File: config.mk
export PLATFORM = sky130hd
export DESIGN_NAME = fb_packer
export DESIGN_NICKNAME = d
export VERILOG_FILES = /design/src/rtl/fb_pkg.sv /design/src/rtl/fb_word_fifo.sv /design/src/rtl/fb_packer.sv
export SDC_FILE = /design/constraint.sdc
export NUM_CORES = 1
export LEC_CHECK = 0
export BUFFER_PORTS_ARGS = -buffer_cell sky130_fd_sc_hd__buf_2
export CORE_UTILIZATION = 55
export DETAILED_ROUTE_END_ITERATION = 12
export GPL_TIMING_DRIVEN = 1
export HOLD_SLACK_MARGIN = 0.03
export PLACE_DENSITY_LB_ADDON = 0.25
export SYNTH_ARGS = -nofsm -noshare
export SYNTH_HDL_FRONTEND = slang
export SYNTH_SLANG_ARGS = --single-unit
export TNS_END_PERCENT = 100
File: constraint.sdc
create_clock -name clk_sys -period 5.9 [get_ports clk_sys]
set_input_delay 1.18 -clock clk_sys [delete_from_list [all_inputs] [get_ports clk_sys]]
set_output_delay 1.18 -clock clk_sys [all_outputs]
set_load 0.1 [all_outputs]
File: src/rtl/fb_pkg.sv
// Shared types and constants for the framebuffer pixel packer: write-FSM states,
// screen geometry and the 64-bit word entry carried through the word FIFO.
package fb_pkg;

  localparam int FB_WIDTH  = 720;
  localparam int FB_HEIGHT = 480;
  localparam int ADDR_W    = 29;
  localparam int WORD_W    = 64;
  localparam int BE_W      = 8;

  typedef enum logic {
    ST_IDLE = 1'b0,
    ST_REQ  = 1'b1
  } wr_state_e;

  typedef struct packed {
    logic [ADDR_W-1:0] addr;
    logic [WORD_W-1:0] data;
    logic [BE_W-1:0]   be;
  } fb_word_t;

  // 64-bit mask covering the byte lane a pixel column lands in.
  function automatic logic [WORD_W-1:0] lane_mask(input logic [2:0] lane);
    return {56'd0, 8'hFF} << {lane, 3'b000};
  endfunction

endpackage

File: src/rtl/fb_word_fifo.sv
// Single-clock show-ahead FIFO of packed framebuffer words; head entry is
// visible on o_rdata whenever o_empty is low.
module fb_word_fifo
  import fb_pkg::*;
#(
  parameter int DEPTH = 4
) (
  input  logic     clk_sys,
  input  logic     reset_n,
  input  logic     i_push,
  input  fb_word_t i_wdata,
  input  logic     i_pop,
  output fb_word_t o_rdata,
  output logic     o_full,
  output logic     o_empty,
  output logic     o_afull
);

  localparam int AW = (DEPTH > 1) ? $clog2(DEPTH) : 1;
  localparam logic [AW:0] CNT_FULL  = (AW+1)'(DEPTH);
  localparam logic [AW:0] CNT_AFULL = (AW+1)'(DEPTH - 1);

  fb_word_t        r_mem [DEPTH];
  logic [AW-1:0]   r_wptr;
  logic [AW-1:0]   r_rptr;
  logic [AW:0]     r_cnt;
  logic            w_wr;
  logic            w_rd;

  assign o_full  = (r_cnt == CNT_FULL);
  assign o_afull = (r_cnt == CNT_AFULL);
  assign o_empty = (r_cnt == '0);
  assign w_wr    = i_push & ~o_full;
  assign w_rd    = i_pop & ~o_empty;
  assign o_rdata = r_mem[r_rptr];

  // Storage carries no reset; occupancy and pointers define what is valid.
  always_ff @(posedge clk_sys) begin
    if (w_wr) begin
      r_mem[r_wptr] <= i_wdata;
    end
  end

  always_ff @(posedge clk_sys or negedge reset_n) begin
    if (!reset_n) begin
      r_wptr <= '0;
      r_rptr <= '0;
      r_cnt  <= '0;
    end else begin
      if (w_wr) begin
        r_wptr <= r_wptr + AW'(1);
      end
      if (w_rd) begin
        r_rptr <= r_rptr + AW'(1);
      end
      case ({w_wr, w_rd})
        2'b10:   r_cnt <= r_cnt + (AW+1)'(1);
        2'b01:   r_cnt <= r_cnt - (AW+1)'(1);
        default: r_cnt <= r_cnt;
      endcase
    end
  end

endmodule

File: src/rtl/fb_packer.sv
// Packs 8-bit palette pixels into 64-bit framebuffer words and writes them to a
// DDRAM channel. Optional statistics counters are built when FB_PACKER_STATS_EN is defined.
module fb_packer
  import fb_pkg::*;
#(
  parameter int          FIFO_DEPTH = 4,
  parameter logic [28:0] BASE_WADDR = 29'h0600000,
  parameter int          STRIDE_W   = 90
) (
  input  logic        clk_sys,
  input  logic        reset_n,
  input  logic        frame_start,
  input  logic        pix_valid,
  output logic        pix_ready,
  input  logic [9:0]  pix_x,
  input  logic [8:0]  pix_y,
  input  logic [7:0]  pix_color,
  output logic [28:0] fb_addr,
  output logic [63:0] fb_data,
  output logic [7:0]  fb_be,
  output logic        fb_req,
  input  logic        fb_ready
`ifdef FB_PACKER_STATS_EN
  ,
  output logic [15:0] stall_cnt,
  output logic [15:0] word_cnt
`endif
);

  function automatic logic [15:0] sat_inc(input logic [15:0] v);
    return (v == 16'hFFFF) ? v : v + 16'd1;
  endfunction

  // Pending word under assembly, keyed by row and 8-pixel column group.
  logic [15:0] r_pend_key;
  logic [28:0] r_pend_addr;
  logic [63:0] r_pend_data;
  logic [7:0]  r_pend_be;
  logic        r_fowed;

  wr_state_e   r_state;
  logic        r_fb_req;
  logic [28:0] r_fb_addr;
  logic [63:0] r_fb_data;
  logic [7:0]  r_fb_be;

  logic        w_full;
  logic        w_afull;
  logic        w_empty;
  logic        w_acc;
  logic        w_need;
  logic        w_push;
  logic        w_pop;
  logic        w_pend_nz;
  logic [15:0] w_key;
  logic [28:0] w_addr;
  logic [63:0] w_byte_data;
  logic [63:0] w_byte_mask;
  logic [7:0]  w_byte_be;
  fb_word_t    w_wr_word;
  fb_word_t    w_rd_word;

  assign w_key       = {pix_y, pix_x[9:3]};
  assign w_addr      = BASE_WADDR + 29'(pix_y) * 29'(STRIDE_W) + 29'(pix_x[9:3]);
  assign w_byte_mask = lane_mask(pix_x[2:0]);
  assign w_byte_data = {56'd0, pix_color} << {pix_x[2:0], 3'b000};
  assign w_byte_be   = 8'b1 << pix_x[2:0];
  assign w_pend_nz   = (r_pend_be != 8'd0);

  // Refusing pixels one word early keeps room for the owed flush plus its successor.
  assign pix_ready = reset_n & ~w_full & ~(w_afull & r_fowed);
  assign w_acc     = pix_valid & pix_ready;
  assign w_need    = w_pend_nz & (r_fowed | frame_start | (w_acc & (w_key != r_pend_key)));
  assign w_push    = w_need & ~w_full;
  assign w_pop     = (r_state == ST_REQ) & fb_ready;

  assign w_wr_word.addr = r_pend_addr;
  assign w_wr_word.data = r_pend_data;
  assign w_wr_word.be   = r_pend_be;

  always_ff @(posedge clk_sys or negedge reset_n) begin
    if (!reset_n) begin
      r_pend_key  <= '0;
      r_pend_addr <= '0;
      r_pend_data <= '0;
      r_pend_be   <= '0;
      r_fowed     <= 1'b0;
    end else if (w_acc) begin
      r_fowed <= (pix_x[2:0] == 3'd7);
      if (w_push || !w_pend_nz) begin
        r_pend_key  <= w_key;
        r_pend_addr <= w_addr;
        r_pend_data <= w_byte_data;
        r_pend_be   <= w_byte_be;
      end else begin
        r_pend_data <= (r_pend_data & ~w_byte_mask) | w_byte_data;
        r_pend_be   <= r_pend_be | w_byte_be;
      end
    end else if (w_push) begin
      r_pend_be <= '0;
      r_fowed   <= 1'b0;
    end else if (frame_start && w_pend_nz) begin
      // FIFO full at the frame boundary: remember the flush until space frees up.
      r_fowed <= 1'b1;
    end
  end

  fb_word_fifo #(
    .DEPTH (FIFO_DEPTH)
  ) u_fifo (
    .clk_sys (clk_sys),
    .reset_n (reset_n),
    .i_push  (w_push),
    .i_wdata (w_wr_word),
    .i_pop   (w_pop),
    .o_rdata (w_rd_word),
    .o_full  (w_full),
    .o_empty (w_empty),
    .o_afull (w_afull)
  );

  // Write FSM: outputs are latched from the FIFO head and held until acknowledged.
  always_ff @(posedge clk_sys or negedge reset_n) begin
    if (!reset_n) begin
      r_state   <= ST_IDLE;
      r_fb_req  <= 1'b0;
      r_fb_addr <= '0;
      r_fb_data <= '0;
      r_fb_be   <= '0;
    end else begin
      case (r_state)
        ST_IDLE: begin
          if (!w_empty) begin
            r_state   <= ST_REQ;
            r_fb_req  <= 1'b1;
            r_fb_addr <= w_rd_word.addr;
            r_fb_data <= w_rd_word.data;
            r_fb_be   <= w_rd_word.be;
          end
        end
        ST_REQ: begin
          if (fb_ready) begin
            r_state  <= ST_IDLE;
            r_fb_req <= 1'b0;
          end
        end
        default: begin
          r_state  <= ST_IDLE;
          r_fb_req <= 1'b0;
        end
      endcase
    end
  end

  assign fb_req  = r_fb_req;
  assign fb_addr = r_fb_addr;
  assign fb_data = r_fb_data;
  assign fb_be   = r_fb_be;

`ifdef FB_PACKER_STATS_EN
  logic [15:0] r_stall_cnt;
  logic [15:0] r_word_cnt;

  always_ff @(posedge clk_sys or negedge reset_n) begin
    if (!reset_n) begin
      r_stall_cnt <= '0;
      r_word_cnt  <= '0;
    end else if (frame_start) begin
      r_stall_cnt <= '0;
      r_word_cnt  <= '0;
    end else begin
      if (pix_valid && !pix_ready) begin
        r_stall_cnt <= sat_inc(r_stall_cnt);
      end
      if (w_pop) begin
        r_word_cnt <= sat_inc(r_word_cnt);
      end
    end
  end

  assign stall_cnt = r_stall_cnt;
  assign word_cnt  = r_word_cnt;
`endif

endmodule

==> metrics.txt <==
TritonCTS clock tree built; routability congestion estimate from global placement just over 0.8; Synth area leaders edfxtp_1 48%, dfrtp_1 23%, mux4_2 9.0%; proportion of layout cells with a drive suffix above 1 between 20 and 30%; post-synthesis cell count about 1.3k; required time reported for the critical path endpoint between 6 and 7 ns; number of distinct library cells after synthesis 59; Post-Route Skew 0.02505 ns; post-synth top area share 47.84%; largest net degree at the start of global routing 66; number of clock sinks seen by CTS between 500 and 600; most frequent cells in the layout 360 x edfxtp_1, 203 x dfrtp_1, 157 x nand2_1; floorplan die width a little over 200 um; post-route antenna net violation count 0; setup repair after global routing missed its margin false; most common cell after layout, fill and taps aside edfxtp_1; Setup CP Type in2reg; kind of end point of the critical path flop; y dimension of the die 204.7 um; sequential-to-total area share from yosys stat between 70% and 80%; Mapped Area 22,600 um^2; number of CTS-inserted buffers 55; count of fill cells added during filler insertion 2,824; vias in the first global route around 12k; Starting DRT DRC Count between 700 and 800; max cap viols 0; Slew headroom around 18%; Starting Density between 50% and 60%; final setup violation count 0; die area 41,900 um^2; Port-buffer cells 124; kind of path behind the tightest hold check in2async; Pins Over Slew Limit 0; Non-Filler Instances 2,055; placed inst area 23,850 um^2; Avg Cell Area, Syn 16.87 um^2; I/O Pins 135; number of vias in the routed layout 11.60k; first-pass iteration count of the detailed router 5; clock slew seen by the registers of the worst setup and hold paths ~0.06 ns; total global-route track usage 21.99%; max frequency 216.3 MHz; Routed wire per std cell 21.39 um; fin area 25,650 um^2; Synth Register Bits 565; DRC violation count after routing 0; root buf cell clkbuf_16; final cycle utilization of the critical path 78.35%; Least-Margin Pin Slew 1.221 ns; Cell Count Post-Placement slightly below 2k; initial antenna violation count 2; core footprint between 40,000 and 50,000 um^2; post-CTS resize count 0; setup_tns 0 ns; share of async-settable or async-resettable flops after synthesis between 30% and 40%; overall routed net length 43,960 um; Post-synth EDFFs 360; cell type with the highest aggregate area in the netlist edfxtp_1; utilization of the core after routing 63.97%; Post-DP HPWL 26,550 um; placement row count 73; final net count 1,566; synthesis warning total 0; Critical Path AT between 5 and 6 ns; startpoint kind of the worst setup timing path input port; most frequently used flop master after synthesis edfxtp_1; total grt overflow 0; Skew-Pair Late Insertion Delay 0.61 ns; post-CTS setup buffer count 0; count of endpoints failing hold in the final timing report 0; Max H-tree Level 2; count of hold buffers inserted by post-cts repair 0; area added between synthesis and finish 13.52%; detailed-route vias per instance 5.644; highest net fanout along the worst path 8; first-pass GRT wire length 68,790 um; final worst path period need ~4.6 ns; result of the run finished clean; maximum buffer depth of the clock tree 3
[synthesized netlist by cell type (all sizes together) (2+ instances only)]
cell / count
edfxtp: 360
dfrtp: 205
nand2: 157
mux2: 105
o21ai: 92
mux4: 90
inv: 51
clkbuf: 48
ha: 39
xnor2: 29
buf: 24
nor2: 22
fa: 13
a21o: 12
xor2: 11
a21oi: 8
nor4: 8
nand3: 6
nor3: 6
nand4: 5
nand2b: 4
o211ai: 4
o21bai: 4
a211oi: 3
a31o: 3
a31oi: 2
and3: 2
mux2i: 2
nor2b: 2
o31ai: 2
[flip-flops by register name, indices dropped and copies added (netlist names)]
register and count:
u_fifo.r_cnt 3, r_pend_be 8, u_fifo.r_rptr 2, r_fowed 1, r_pend_key 16, u_fifo.r_wptr 2
fb_data 64, r_pend_addr 17, r_state 1, fb_addr 18, u_fifo.r_mem 360, fb_be 8
r_pend_data 64, fb_req 1
[cells by family after synthesis]
logic type | after synthesis | synth area share [%]
AO/OA/AOI/OAI | 140 | 3.732
XOR/XNOR | 40 | 1.550
adder cells (fa/ha/maj) | 52 | 3.311
buffers and inverters | 123 | 2.359
flip-flops | 565 | 70.55
multiplexers | 197 | 14.29
other | 1 | 0.01660
AND/OR/NAND/NOR | 221 | 4.192
[worst paths after layout]
kind / startpoint / to / slack, ns / cells past startpoint
max: pix_y[2] / r_pend_addr[15]$_DFFE_PN0P_ / 1.28 / 15
min: reset_n / fb_data[21]$_DFFE_PN0P_ / 0.40 / 1
max reg2reg: u_fifo.r_cnt[0]$_DFFE_PN0P_ / u_fifo.r_mem[2][88]$_DFFE_PP_ / 2.26 / 8
min reg2reg: fb_data[32]$_DFFE_PN0P_ / fb_data[32]$_DFFE_PN0P_ / 0.50 / 1
max in group asynchronous: reset_n / u_fifo.r_rptr[0]$_DFFE_PN0P_ / 4.24 / 2
min in group clk_sys: fb_data[32]$_DFFE_PN0P_ / fb_data[32]$_DFFE_PN0P_ / 0.50 / 1
[through the flow]
step           setup slack [ns]  hold slack, ns
4_1_cts                   1.273          0.3712
3_3_place_gp             0.7264          0.4845
2_1_floorplan            -1.401          0.4678
6_report                  1.277          0.4016
5_1_grt                   1.057          0.3814
3_5_place_dp             0.6361          0.4907
[area by class of cell]
cell class / count / area [um^2] / area share [%]
Antenna cell: 2 / 5.005 / 0.01951
Clock buffer: 79 / 1529 / 5.961
Clock inverter: 24 / 265.3 / 1.034
Inverter: 51 / 191.4 / 0.7463
Multi-Input combinational cell: 660 / 6225 / 24.27
Sequential cell: 565 / 15950 / 62.17
Tap cell: 525 / 656.9 / 2.561
Timing Repair Buffer: 149 / 830.8 / 3.239
[routing by layer]
| layer | part of all wire, % | track usage [%] |
|---|---|---|
| met1 | 44 | 30.90 |
| met2 | 49 | 35.94 |
| met3 | 5.3 | 4.120 |
| met4 | 1.6 | 5.064 |
| met5 | 0.030 | 0 |
[worst max-delay path, stage by stage]
cell      delay [ns]
buf_2           0.14
ha_1            0.35
ha_1            0.29
inv_1           0.05
fa_1            0.50
inv_1           0.04
ha_1            0.23
fa_1            0.54
a211oi_4        0.34
o2111a_2        0.26
a311oi_2        0.07
nor4_4          0.35
nand3_1         0.13
or4_1           0.48
a31oi_1         0.17
Power is not shown: default switching activity piles up to over one toggle a cycle in this logic, so the estimate is an artifact.
